**config.mk**
```make
export PLATFORM = sky130hd
export DESIGN_NAME = fp_mul_arbiter
export DESIGN_NICKNAME = d
export VERILOG_FILES = /design/src/rtl/fp_mul_arbiter.sv
export SDC_FILE = /design/constraint.sdc
export NUM_CORES = 2
export LEC_CHECK = 0
export CAP_MARGIN = 30
export CORE_ASPECT_RATIO = 1.25
export CORE_UTILIZATION = 35
export CTS_BUF_LIST = sky130_fd_sc_hd__clkbuf_4
export DETAILED_ROUTE_END_ITERATION = 12
export GPL_TIMING_DRIVEN = 1
export PLACE_DENSITY = 0.58
export SLEW_MARGIN = 20
export SYNTH_ARGS = -nofsm -noshare
export SYNTH_HDL_FRONTEND = slang
export SYNTH_SLANG_ARGS = --single-unit
```
**constraint.sdc**
```tcl
create_clock -name clk -period 11.2 [get_ports clk]
set_input_delay 2.24 -clock clk [delete_from_list [all_inputs] [get_ports clk]]
set_output_delay 2.24 -clock clk [all_outputs]
set_load 0.02 [all_outputs]
```
**src/rtl/fp_mul_arbiter.sv**
```systemverilog
`default_nettype none
// ============================================================================
// Module      : fp_mul_arbiter
// Description : Round-robin scheduler that shares one combinational IEEE-754
//               single-precision multiplier among NUM_REQ requesters. Each
//               accepted operand pair passes through an operand register
//               (stage 1) and a result register (stage 2). Full backpressure
//               is supported, and results are tagged with the issuing
//               requester's index.
// Revision    : 1.0 - initial release
// ----------------------------------------------------------------------------
// Parameters:
//   NUM_REQ   number of requesters (2..16)
//   ID_W      width of res_id, max(1, ceil(log2(NUM_REQ)))
// Ports:
//   clk        clock, rising edge
//   rst_n      asynchronous active-low reset
//   req_valid  per-requester operand-pair valid
//   req_a      packed operand A, requester i at [32i+31:32i]
//   req_b      packed operand B, same packing
//   req_ready  one-hot (or zero) accept strobe
//   res_valid  result register holds a product
//   res_ready  consumer accepts the result
//   res_data   product
//   res_id     index of the requester that issued the product
//   busy       either pipeline stage is occupied
//   op_count   delivered products, wraps at 2^32
// ============================================================================
module fp_mul_arbiter #(
    parameter int NUM_REQ = 4,
    parameter int ID_W    = 2
) (
    input  logic                  clk,
    input  logic                  rst_n,
    input  logic [NUM_REQ-1:0]    req_valid,
    input  logic [32*NUM_REQ-1:0] req_a,
    input  logic [32*NUM_REQ-1:0] req_b,
    output logic [NUM_REQ-1:0]    req_ready,
    output logic                  res_valid,
    input  logic                  res_ready,
    output logic [31:0]           res_data,
    output logic [ID_W-1:0]       res_id,
    output logic                  busy,
    output logic [31:0]           op_count
);

    // Truncating single-precision multiply. Zero exponents flush to a signed
    // zero, all-ones exponents (infinity or NaN) give a signed infinity, and
    // results whose exponent underflows flush to a signed zero.
    function automatic logic [31:0] fp_mul(input logic [31:0] a, input logic [31:0] b);
        logic        sign;
        logic [7:0]  ea;
        logic [7:0]  eb;
        logic [47:0] prod;
        logic [9:0]  exp_sum;
        logic [22:0] mant;
        sign    = a[31] ^ b[31];
        ea      = a[30:23];
        eb      = b[30:23];
        prod    = {24'd0, 1'b1, a[22:0]} * {24'd0, 1'b1, b[22:0]};
        // Biased sum, plus one when the mantissa product carries into bit 47.
        // Bit 9 set means the sum went negative.
        exp_sum = {2'b00, ea} + {2'b00, eb} + {9'd0, prod[47]} - 10'd127;
        mant    = prod[47] ? prod[46:24] : prod[45:23];
        if ((ea == 8'h00) || (eb == 8'h00)) begin
            fp_mul = {sign, 31'd0};
        end else if ((ea == 8'hFF) || (eb == 8'hFF)) begin
            fp_mul = {sign, 8'hFF, 23'd0};
        end else if (!exp_sum[9] && (exp_sum >= 10'd255)) begin
            fp_mul = {sign, 8'hFF, 23'd0};
        end else if (exp_sum[9] || (exp_sum == 10'd0)) begin
            fp_mul = {sign, 31'd0};
        end else begin
            fp_mul = {sign, exp_sum[7:0], mant};
        end
    endfunction

    // Stage 1: operand register
    logic            s1_valid;
    logic [31:0]     s1_a;
    logic [31:0]     s1_b;
    logic [ID_W-1:0] s1_id;

    // Stage 2: result register
    logic            s2_valid;
    logic [31:0]     s2_data;
    logic [ID_W-1:0] s2_id;

    logic [ID_W-1:0] rr_ptr;
    logic [ID_W-1:0] grant;
    logic [ID_W-1:0] ptr_after_grant;
    logic            s2_load;
    logic            s1_free;
    logic            accept;
    logic [31:0]     mul_out;

    assign s2_load = s1_valid && (!s2_valid || res_ready);
    assign s1_free = !s1_valid || s2_load;
    assign accept  = s1_free && (|req_valid);

    // Scan from the farthest offset back to rr_ptr so that the requester
    // closest to rr_ptr (in rotation order) is the final, winning assignment.
    always_comb begin
        int idx;
        grant = '0;
        idx   = 0;
        for (int k = NUM_REQ - 1; k >= 0; k--) begin
            idx = int'(rr_ptr) + k;
            if (idx >= NUM_REQ) begin
                idx = idx - NUM_REQ;
            end
            if (req_valid[idx]) begin
                grant = ID_W'(idx);
            end
        end
    end

    assign ptr_after_grant = (grant == ID_W'(NUM_REQ - 1)) ? '0 : grant + 1'b1;

    always_comb begin
        req_ready = '0;
        if (accept) begin
            req_ready[grant] = 1'b1;
        end
    end

    assign mul_out = fp_mul(s1_a, s1_b);

    always_ff @(posedge clk or negedge rst_n) begin
        if (!rst_n) begin
            s1_valid <= 1'b0;
            s1_a     <= '0;
            s1_b     <= '0;
            s1_id    <= '0;
            rr_ptr   <= '0;
        end else begin
            if (accept) begin
                s1_a     <= req_a[32*grant +: 32];
                s1_b     <= req_b[32*grant +: 32];
                s1_id    <= grant;
                s1_valid <= 1'b1;
                rr_ptr   <= ptr_after_grant;
            end else if (s2_load) begin
                s1_valid <= 1'b0;
            end
        end
    end

    // Data and id are only rewritten on a load, so a drained result keeps
    // its last value on res_data/res_id.
    always_ff @(posedge clk or negedge rst_n) begin
        if (!rst_n) begin
            s2_valid <= 1'b0;
            s2_data  <= '0;
            s2_id    <= '0;
        end else begin
            if (s2_load) begin
                s2_data  <= mul_out;
                s2_id    <= s1_id;
                s2_valid <= 1'b1;
            end else if (s2_valid && res_ready) begin
                s2_valid <= 1'b0;
            end
        end
    end

    always_ff @(posedge clk or negedge rst_n) begin
        if (!rst_n) begin
            op_count <= '0;
        end else if (s2_valid && res_ready) begin
            op_count <= op_count + 32'd1;
        end
    end

    assign res_valid = s2_valid;
    assign res_data  = s2_data;
    assign res_id    = s2_id;
    assign busy      = s1_valid | s2_valid;

endmodule
`default_nettype wire

```
==> impl_metrics.yaml <==
clocking:
  cts_buffer_depth: 2
  clock-root-buffer: "clkbuf_4"
  htreeDepth: 4
  cts_tree: "done"
  cts_resized: 0
  ctsHoldBuffers: 0
  clk_pin_slew_ns: 0.15
  cts_made_buffers: 17
  cts_sinks: 136
  postCtsSetupBuffers: 0
  insertion_delay_ns: 0.68
outcome:
  run_status: "finished clean"
worst_setup_path:
  crit_arrival_ns: 10.98
  worstSetupStartpointType: "flip-flop"
  rr_startpoint: "s1_b[12]"
  crit_fanout: 21
  reg2reg_depth: 34
  crit_slowest_cell: "or4_1"
  crit_buf_inv: 5
  cp_slowest_stage_delay_ns: 0.88
  critical_path_depth: 34
  crit_top_cell: "fa_1"
  r2r_setup_slack_ns: 0.77
  r2r_end: "res_data[0]"
  criticalPathCategory: "flip-flop to flip-flop"
  worstPathRequired_ns: 11.75
  endpoint_kind: "flip-flop"
  critical_path.top_delay_family: "adder cells"
global_route:
  first_global_vias: 23000
  antenna_found_initial: 3
  grt_pass1_wl_um: 132000
  gr-total-overflow: 0
  grt_use_total: 0.231
  grt_max_degree: 90
worst_hold_path:
  whs_path_depth: 2
  min_to: "res_data[16]"
  hp-start: "res_data[16]"
  hold_class: "flip-flop to flip-flop"
timing:
  finClkSkew_ns: 0.0593
  tightest_slew_ns: 0.969
  fmax_mhz: 95.9
  fin_setup_tns_ns: 0
  maxSlewViolCount: 0
  min_period_ns: 10.43
  setup_viol: 0
  grt_setup_unrepaired: "false"
  hold_violations: 0
  timing.final.crit_share: 0.931
  max_slew_margin: 0.354
synthesis:
  synthFlopType: "dfrtp_1"
  yosysTopAreaCellShare: 0.365
  yosys.area.top_type: "fa_1"
  synth_async_sr_flop_share: 1.00
  syn_nets: 4118
  synth_seq_area_share: 0.129
  synth_area_leaders: "fa_1, dfrtp_1, ha_1"
  synth-edff-count: 0
  synth_seq_cells: 136
  syn_inst: 3184
  yosysWarnings: 0
  netlist_area_sq_um: 26400
  avgSynthCellArea_sq_um: 8.29
  yosys.cell_types.count: 64
placement:
  dpl.hpwl_um: 71600
  gp_congestion: 0.895
  port_buffers: 334
routing:
  first_pass_iters: 7
  vias_per_cell: 4.96
  wl_met1_um: 31100
  num_vias: 21900
  postRouteAntennaNets: 0
  wire_per_inst_um: 19.5
  wl_met2_um: 46300
  remaining_drc_errors: 0
  wl_um: 86400
  routed-wl-met3_um: 3850
  dr.first_iter.drc_count: 1258
  routed.top_layer: "met4"
cells_and_area:
  multiInputGateArea_sq_um: 20200
  drive_above_1_share: 0.0342
  final_util: 0.417
  final_common_cell: "inv_1"
  syn_to_final_growth_pct: 17.9
  nFillCells: 7571
  final_nets: 4368
  final_cell_mix: "inv_1, nand2_1, fa_1, clkdlybuf4s50_1, nor2_1"
  seqCellArea_sq_um: 3400
die:
  rows: 112
  start_util: 0.354
  die_h_um: 309
  core_area_sq_um: 74700
  die_x_um: 248
  die_area_sq_um: 76500
  io_pins: 335
run:
  maxCapViolCount: 0
==> cell type report <==
type / instances / share of cell area
Tap cell: 969 / 0.0390
Clock inverter: 15 / 0.00418
Multi-Input combinational cell: 2303 / 0.649
Antenna cell: 3 / 0.000241
Inverter: 581 / 0.0702
Clock buffer: 17 / 0.00410
Sequential cell: 136 / 0.109
Timing Repair Buffer: 395 / 0.124
==> metrics by stage <==
stage / hold slack [ns] / area [sq um] / std cells / setup slack (ns)
2_1_floorplan: 0.446 / 26400 / 3184 / 1.76
3_3_place_gp: 0.459 / 30800 / 4379 / 0.906
3_5_place_dp: 0.475 / 30800 / 4379 / 0.778
4_1_cts: 0.504 / 31000 / 4411 / 0.735
5_1_grt: 0.526 / 31100 / 4417 / 0.183
6_report: 0.498 / 31100 / 4419 / 0.774
==> tightest hold or removal path, stage by stage (launching register included) <==
cell and delay (ns):
dfrtp_1 0.36, nand2_1 0.05, o21ai_1 0.06
==> kinds of logic (layout without fill, tap and decap cells) <==
kind of cell / Yosys count / after routing / share of synthesized area
and+or+nand+nor: 1220 / 1220 / 0.208
buffers and inverters: 745 / 1008 / 0.107
adders and majority gates: 671 / 671 / 0.455
AOI/OAI and AO/OA: 325 / 325 / 0.0714
DFF: 136 / 136 / 0.129
xor gates and xnor gates: 64 / 64 / 0.0212
muxes: 23 / 23 / 0.00886
other: 0 / 3 / 0
==> how the worst max path moves through the flow <==
stage,from,end
floorplan,s1_a[13],res_data[10]
global placement,s1_b[12],res_data[0]
detailed placement,s1_b[12],res_data[0]
CTS,s1_b[12],res_data[0]
global route,s1_b[12],res_data[0]
finish,s1_b[12],res_data[0]
==> sequential cells by signal (all words and copies together), names as in the netlist <==
| name | flops |
|---|---|
| res_valid | 1 |
| rr_ptr | 2 |
| s1_id | 2 |
| res_id | 2 |
| s1_valid | 1 |
| s1_a | 32 |
| s1_b | 32 |
| op_count | 32 |
| res_data | 32 |
==> metal layers <==
metal,track usage,vias to the layer above
met5,0,-
met4,0.132,0
met3,0.0259,190
met2,0.425,698
met1,0.257,10900
li1,-,10100
==> cells in the mapped netlist (3+ instances only) <==
cell type	count
xnor2_1	49
and4_1	3
xor2_1	15
o22ai_1	3
a31oi_1	10
nand2_1	565
nor2b_1	5
nor3_1	9
nor2_1	265
dfrtp_1	136
clkbuf_1	156
mux2i_1	20
o21ai_0	171
mux2_2	3
a21o_1	16
buf_1	4
nand2b_1	9
and3_1	11
nor4_1	10
o21a_1	5
a21oi_1	56
fa_1	482
o21ai_1	24
o311ai_4	3
and2_1	221
inv_1	579
nand3_1	82
o21bai_1	11
o211ai_1	6
ha_1	189
nand4_1	21
Power is left out: the tool's default activity adds up to more than one toggle a clock period on the data nets, which glitch-free logic cannot reach.
